===== config.mk =====
export PLATFORM = sky130hd
export DESIGN_NAME = cw305_prog_bridge_ctrl
export DESIGN_NICKNAME = d
export VERILOG_FILES = /design/src/rtl/cw305_prog_bridge_ctrl.sv
export SDC_FILE = /design/constraint.sdc
export NUM_CORES = 1
export LEC_CHECK = 0
export CAP_MARGIN = 20
export CORE_MARGIN = 2
export CORE_UTILIZATION = 47
export CTS_CLUSTER_DIAMETER = 100
export DETAILED_ROUTE_END_ITERATION = 10
export GPL_ROUTABILITY_DRIVEN = 0
export HOLD_SLACK_MARGIN = 0.08
export PLACE_DENSITY = 0.84
export REMOVE_ABC_BUFFERS = 1
export SYNTH_ARGS = -nofsm -noshare
export SYNTH_HDL_FRONTEND = slang
export SYNTH_SLANG_ARGS = --single-unit

===== constraint.sdc =====
create_clock -name usb_clk -period 2.6 [get_ports usb_clk]
set_input_delay 0.52 -clock usb_clk [delete_from_list [all_inputs] [get_ports usb_clk]]
set_output_delay 0.52 -clock usb_clk [all_outputs]
set_load 0.02 [all_outputs]

===== src/rtl/cw305_prog_bridge_ctrl.sv =====
// cw305_prog_bridge_ctrl: program-load sequencer between the USB register
// file and the X-HEEP memory bus (OBI-style req/gnt/rvalid, write only).
// Ports: usb_clk, reset_i (sync, active high); I_status/I_instruction/
//   I_address from the register file; O_reset_* active-low flag-clear
//   strobes; O_bus_* / I_bus_* memory bus; O_busy, O_error, O_word_count.
// Optional: define PROG_BRIDGE_TIMEOUT_EN to add a per-phase bus watchdog
//   that aborts to ERROR after pTIMEOUT_CYCLES cycles without gnt/rvalid.
module cw305_prog_bridge_ctrl #(
    parameter int pINSTR_WIDTH    = 32,
    parameter int pCOUNT_WIDTH    = 16,
    parameter int pTIMEOUT_CYCLES = 255
) (
    input  logic                    usb_clk,
    input  logic                    reset_i,
    input  logic [7:0]              I_status,
    input  logic [pINSTR_WIDTH-1:0] I_instruction,
    input  logic [pINSTR_WIDTH-1:0] I_address,
    output logic                    O_reset_new_addr_valid,
    output logic                    O_reset_instr_valid,
    output logic                    O_bus_req,
    output logic                    O_bus_we,
    output logic [3:0]              O_bus_be,
    output logic [pINSTR_WIDTH-1:0] O_bus_addr,
    output logic [pINSTR_WIDTH-1:0] O_bus_wdata,
    input  logic                    I_bus_gnt,
    input  logic                    I_bus_rvalid,
    output logic                    O_busy,
    output logic                    O_error,
    output logic [pCOUNT_WIDTH-1:0] O_word_count
);

    localparam int W  = pINSTR_WIDTH;
    localparam int TW = $clog2(pTIMEOUT_CYCLES + 1);

    typedef enum logic [2:0] {
        IDLE,
        LOAD_ADDR,
        REQ,
        WAIT_RVALID,
        ACK,
        WAIT_CLR,
        ERROR
    } state_t;

    state_t                  state_q;
    logic                    strb_addr_q;
    logic                    strb_instr_q;
    logic                    sel_addr_q;
    logic                    req_q;
    logic                    we_q;
    logic [3:0]              be_q;
    logic [W-1:0]            addr_q;
    logic [W-1:0]            wdata_q;
    logic                    err_q;
    logic [pCOUNT_WIDTH-1:0] cnt_q;

    // Only the three low status bits carry meaning.
    logic unused_status;
    assign unused_status = ^I_status[7:3];

`ifdef PROG_BRIDGE_TIMEOUT_EN
    logic [TW-1:0] tmo_q;
    localparam logic [TW-1:0] TMO_LAST = TW'(pTIMEOUT_CYCLES - 1);
`else
    logic [TW-1:0] unused_tmo;
    assign unused_tmo = TW'(pTIMEOUT_CYCLES);
`endif

    always_ff @(posedge usb_clk) begin
        if (reset_i) begin
            state_q      <= IDLE;
            strb_addr_q  <= 1'b1;
            strb_instr_q <= 1'b1;
            sel_addr_q   <= 1'b0;
            req_q        <= 1'b0;
            we_q         <= 1'b0;
            be_q         <= 4'h0;
            addr_q       <= '0;
            wdata_q      <= '0;
            err_q        <= 1'b0;
            cnt_q        <= '0;
`ifdef PROG_BRIDGE_TIMEOUT_EN
            tmo_q        <= '0;
`endif
        end else begin
            unique case (state_q)
                IDLE: begin
                    if (I_status[0]) begin
                        if (I_status[2]) begin
                            state_q <= LOAD_ADDR;
                        end else if (I_status[1]) begin
                            state_q    <= REQ;
                            req_q      <= 1'b1;
                            we_q       <= 1'b1;
                            be_q       <= 4'hF;
                            wdata_q    <= I_instruction;
                            sel_addr_q <= 1'b0;
`ifdef PROG_BRIDGE_TIMEOUT_EN
                            tmo_q      <= '0;
`endif
                        end
                    end
                end
                LOAD_ADDR: begin
                    addr_q     <= {I_address[W-1:2], 2'b00};
                    cnt_q      <= '0;
                    sel_addr_q <= 1'b1;
                    state_q    <= ACK;
                end
                REQ: begin
                    if (I_bus_gnt) begin
                        req_q   <= 1'b0;
                        we_q    <= 1'b0;
                        be_q    <= 4'h0;
                        state_q <= WAIT_RVALID;
`ifdef PROG_BRIDGE_TIMEOUT_EN
                        tmo_q   <= '0;
                    end else if (tmo_q == TMO_LAST) begin
                        req_q   <= 1'b0;
                        we_q    <= 1'b0;
                        be_q    <= 4'h0;
                        err_q   <= 1'b1;
                        state_q <= ERROR;
                    end else begin
                        tmo_q <= tmo_q + 1'b1;
`endif
                    end
                end
                WAIT_RVALID: begin
                    if (I_bus_rvalid) begin
                        addr_q  <= addr_q + W'(4);
                        if (cnt_q != '1) cnt_q <= cnt_q + 1'b1;
                        state_q <= ACK;
`ifdef PROG_BRIDGE_TIMEOUT_EN
                    end else if (tmo_q == TMO_LAST) begin
                        err_q   <= 1'b1;
                        state_q <= ERROR;
                    end else begin
                        tmo_q <= tmo_q + 1'b1;
`endif
                    end
                end
                ACK: begin
                    if (sel_addr_q) strb_addr_q  <= 1'b0;
                    else            strb_instr_q <= 1'b0;
                    state_q <= WAIT_CLR;
                end
                WAIT_CLR: begin
                    strb_addr_q  <= 1'b1;
                    strb_instr_q <= 1'b1;
                    // The register file drops the flag a cycle after the
                    // strobe; leaving earlier would service it twice.
                    if (sel_addr_q ? !I_status[2] : !I_status[1])
                        state_q <= IDLE;
                end
                ERROR: begin
                    if (!I_status[0]) state_q <= IDLE;
                end
                default: state_q <= IDLE;
            endcase
        end
    end

    assign O_reset_new_addr_valid = strb_addr_q;
    assign O_reset_instr_valid    = strb_instr_q;
    assign O_bus_req              = req_q;
    assign O_bus_we               = we_q;
    assign O_bus_be               = be_q;
    assign O_bus_addr             = addr_q;
    assign O_bus_wdata            = wdata_q;
    assign O_busy                 = (state_q != IDLE);
    assign O_error                = err_q;
    assign O_word_count           = cnt_q;

endmodule


; After elaboration in Yosys (flattened, before gate mapping)
; Cells that the tools add are included.
[word_totals]
reg_bits = 91
latchBits = 0
ram_bits = 0
romBits = 0
input_bits = 76
output_inout_bits = 90
wordCells = 78
mem_count = 0
[op_classes]
addsub = 2
mul = 0
div = 0
order_cmp = 0
eq_ne = 18
shifts = 0
muxes = 32
bitwise_logic = 1
n_reduce_logical = 16
[op_table]
columns = op, count
row1 = one-hot mux 32 bit (2 select lines), 1
row2 = adder 32 x 3 -> 32 bit (second input constant), 1
row3 = two-way mux 16 bit, 2
row4 = two-way mux 32 bit, 1
row5 = one-hot mux 16 bit (2 select lines), 1
row6 = two-way mux 3 bit, 7
row7 = one-hot mux 3 bit (7 select lines), 1
row8 = != test 2 bit (second input constant), 10
row9 = adder 16 x 1 -> 16 bit (second input constant), 1
row10 = two-way mux 4 bit, 4
row11 = != test 16 bit (second input constant), 1
row12 = two-way mux 1 bit, 10
row13 = == test 3 bit (second input constant), 3
row14 = one-hot mux 1 bit (2 select lines), 4
row15 = one-hot mux 4 bit (2 select lines), 1
row16 = AND reduction 4 bit, 2
row17 = nonzero test 2 bit, 4
row18 = == test 3 x 2 -> 1 bit (second input constant), 2
row19 = AND reduction 2 bit, 3
row20 = AND reduction 6 bit, 1
row21 = AND reduction 5 bit, 1
row22 = == test 3 x 1 -> 1 bit (second input constant), 1
row23 = zero test 3 bit, 1
row24 = != test 3 bit (second input constant), 1
row25 = other kinds (4), 5

; Longest topological paths before layout
[logic_depth]
ltp_word = 4
mapped_depth = 8
mapped_depth_nobuf = 6

; Least setup slack after synthesis
; No wires, ideal clock.
[synth_path]
path_kind = reg2reg
startpoint = register addr_q[2] (netlist: O_bus_addr[2])
endpoint = register addr_q[26] (netlist: O_bus_addr[26])
setup_ps = 114
t_arrival_ps = 1803
required_ps = 2486
path_slack_ps = 682
path_stages_with_launch = 7
path_buffers = 0
synth_period_minus_slack_ps = 1918
path_cell_list = dfxtp_1 ha_1 nand3_1 nor3_2 nand2_1 mux2i_1 a2111oi_0
[synth_via]
elab_chain_cells = 3
[synth_lines]
columns = item, line_no
row1 = from (decl), 52  ; logic [W-1:0] addr_q;
row2 = from (signal assigned), 105  ; addr_q <= {I_address[W-1:2], 2'b00};
row3 = from (signal assigned), 131  ; addr_q <= addr_q + W'(4);
row4 = adder 32 x 3 -> 32 bit, 131
row5 = two-way mux 32 bit, 130  ; if (I_bus_rvalid) begin
row6 = one-hot mux 32 bit (2 select lines), 86  ; unique case (state_q)
; Every way passes these cells. The select of a mux whose other input is x is not followed.
; A chain may end at the register's enable or synchronous reset.

; Worst setup path in the final report
[layout_path]
startpoint = register state_q[1]
endpoint = output port O_busy
[layout_via]
elab_chain_cells = 1
[layout_lines]
columns = item, line_no
row1 = from (decl), 45  ; state_t state_q;
row2 = from (signal assigned), 71  ; state_q <= IDLE;
row3 = from (signal assigned), 90  ; state_q <= LOAD_ADDR;
row4 = from (signal assigned), 92  ; state_q <= REQ;
row5 = nonzero test 3 bit, 171  ; assign O_busy = (state_q != IDLE);
row6 = to (decl), 27  ; output logic O_busy,
; Every way passes these cells.

==> impl_metrics.json <==
{
  "status": "completed",
  "die_area_mm2": 0.00997,
  "die_x_um": 99.9,
  "cts_tree": "done",
  "area_delta_synth_final_pct": 41.5,
  "min_period_over_period": 0.913,
  "max_cap_viol_count": 0,
  "final_util": 0.694,
  "synth_area_per_cell_um2": 7.89,
  "dieHeight_um": 99.9,
  "leakagePower_nw": 2.07,
  "crit_type": "flip-flop to output port",
  "io_pins": 166,
  "crit_buf_inv": 1,
  "tightestPinTransition_ns": 0.734,
  "num_rows": 34,
  "power_density_mw_per_mm2": 783,
  "finalSetupViolations": 0,
  "slew_headroom": 0.511,
  "clockBufferDepth": 2,
  "worst_r2r_startpoint": "O_bus_addr[2]",
  "post-cts-setup-buffer-count": 0,
  "htreeDepth": 3,
  "coreArea_mm2": 0.00881,
  "ys_warn_count": 0,
  "rsz0062_at_grt": "false",
  "period_minus_slack_ns": 2.37,
  "track_usage": 0.266,
  "ys_types": 66,
  "cts.sinks": 85,
  "skew_ns": 0.0116,
  "max_freq_mhz": 421,
  "overflow": 0,
  "io_buffers": 155,
  "cp_slowest_cell": "clkdlybuf4s50_1",
  "diodes": 0,
  "netlist_area_mm2": 0.00432,
  "netlist_instances": 547,
  "cts_made_buffers": 9,
  "clkLatencyLatePin_ns": 0.35,
  "yosysSeqAreaShare": 0.394,
  "drcViolationCount": 0,
  "end_kind": "output port",
  "wl_per_cell_um": 16.9,
  "drtIter0Drc": 308,
  "finalSetupTns_ns": 0,
  "min_from": "O_bus_wdata[20]",
  "routed_wirelength_um": 13500,
  "hold_violations": 0,
  "cp.required_ns": 2.08,
  "finalNetCount": 766,
  "antenna_found_initial": 0,
  "drv_slew": 0,
  "ys.flop_type": "dfxtp_1",
  "cts_root_buf": "clkbuf_8",
  "ctsResizeCount": 0,
  "critPathArrivalTime_ns": 1.85,
  "grt_pass1_wl_um": 21700,
  "ant_nets": 0,
  "critPathLaunch": "state_q[1]",
  "layout-drive-gt1-share": 0.0765,
  "grt_max_degree": 67,
  "cp_top_family": "buffers and inverters",
  "synth-edff-count": 0,
  "crit_fanout": 14,
  "vias_per_cell": 5.83,
  "path_cells": "or3_4, clkdlybuf4s50_1",
  "vias": 4671,
  "cpPeakStageDelay_ns": 0.64,
  "place_hpwl_um": 9750,
  "clk_pin_slew_worst_paths_ns": 0.10,
  "synthArstFlopShare": 0,
  "first_pass_iters": 5,
  "initial_core_util": 0.490,
  "startpoint_type": "flip-flop",
  "holdBufCountCts": 0,
  "ys_ff_latch": 85,
  "irDropWorstVdd_uv": 456,
  "grt_pass1_vias": 4492,
  "min_path_type": "flip-flop to flip-flop"
}
path summary, 6_finish.rpt:
path                                         to  slack, ns  cells past startpoint
worst max-delay path                     O_busy       0.23                      2
worst min-delay path            O_bus_wdata[20]       0.46                      2
worst max register to register   O_bus_addr[26]       0.38                      6
worst min register to register  O_bus_wdata[20]       0.46                      2
metrics by stage:
stage	setup slack [ns]	total power, mW	cell area, µm²	hold slack [ns]	cells
6_report	0.227	4.79	6110	0.458	801
5_1_grt	0.157	5.03	6110	0.485	801
4_1_cts	0.214	4.79	6110	0.462	801
3_5_place_dp	0.235	3.82	5910	0.448	785
3_3_place_gp	0.229	3.76	5910	0.433	785
2_1_floorplan	0.321	2.85	4100	0.489	506
worst min-delay path, stage by stage, from the launching register on:
cell and delay (ns):
dfxtp_1 0.32, nand2_1 0.05, a21oi_1 0.05
cell type report:
type,count,area (µm²)
clock buffer,9,124
clock inverter,7,78.8
fill,699,2700
inverter,7,26.3
multi-input combinational,414,2380
sequential,85,1700
tap,108,135
timing repair buffer,171,1670
cell families after synthesis:
group,synth area share
fa+ha+maj,0.00579
mux,0.0235
flops,0.394
buf+inv,0.0588
simple gates,0.292
xor+xnor,0.0101
other cells,0.000868
compound gates,0.215
registers in the layout (all words and copies together), names as in the netlist:
register                cells
O_bus_addr                 30
O_bus_be                    1
O_reset_new_addr_valid      1
sel_addr_q                  1
O_bus_wdata                32
O_word_count               16
O_reset_instr_valid         1
state_q                     3
per-layer routing:
layer,vias up,part of all wire,global-route usage
met3,23,0.071,0.0501
met5,-,0,0
met2,201,0.52,0.477
met1,2202,0.39,0.323
li1,2245,-,-
met4,0,0.020,0.0864
where the power goes:
| part | total, mW | switching, mW | internal, mW |
|---|---|---|---|
| sequential | 1.88 | 0.346 | 1.53 |
| clock | 0.972 | 0.518 | 0.454 |
| combinational | 1.93 | 1.04 | 0.891 |
placed cells by master (no fill, tap or decap), types with 3 or more instances in the layout:
master           count
o32ai_1              4
nor2_1              36
dfxtp_1             85
a21oi_1             62
a311oi_1             4
inv_1                6
mux2i_1              9
or3_1               10
o31a_1               3
nor3_1              18
conb_1               3
clkbuf_8             9
o21a_1               5
clkinvlp_4           3
nand3_1             17
clkdlybuf4s50_1    154
nand4_1             12
and2_1               4
nor4_1               7
o21ai_0             24
inv_6                3
a221oi_1             3
nand2_1            110
and4_1               5
xor2_1               5
nor4_4               3
o211ai_1             4
a22oi_1              6
and3_1               8
buf_4               16
o31ai_1              4
synth_stat cells, types with 5 or more instances:
cell        n  share of area
buf_2      14          0.016
nor2_1     36          0.031
o21a_1      5         0.0087
nand2_1   110          0.096
mux2i_1     9          0.021
xor2_1      5          0.010
nor4_1      7          0.010
and3_1      8          0.012
dfxtp_1    85           0.39
or3_1      10          0.014
and4_1      5          0.010
inv_1       6         0.0052
nand3_1    17          0.020
o21ai_0    24          0.028
nor3_1     18          0.021
nand4_1    12          0.017
clkbuf_1   18          0.016
buf_4       9          0.016
a21oi_1    62          0.072
a22oi_1     6          0.010
Power figures use the tool's default switching activity.
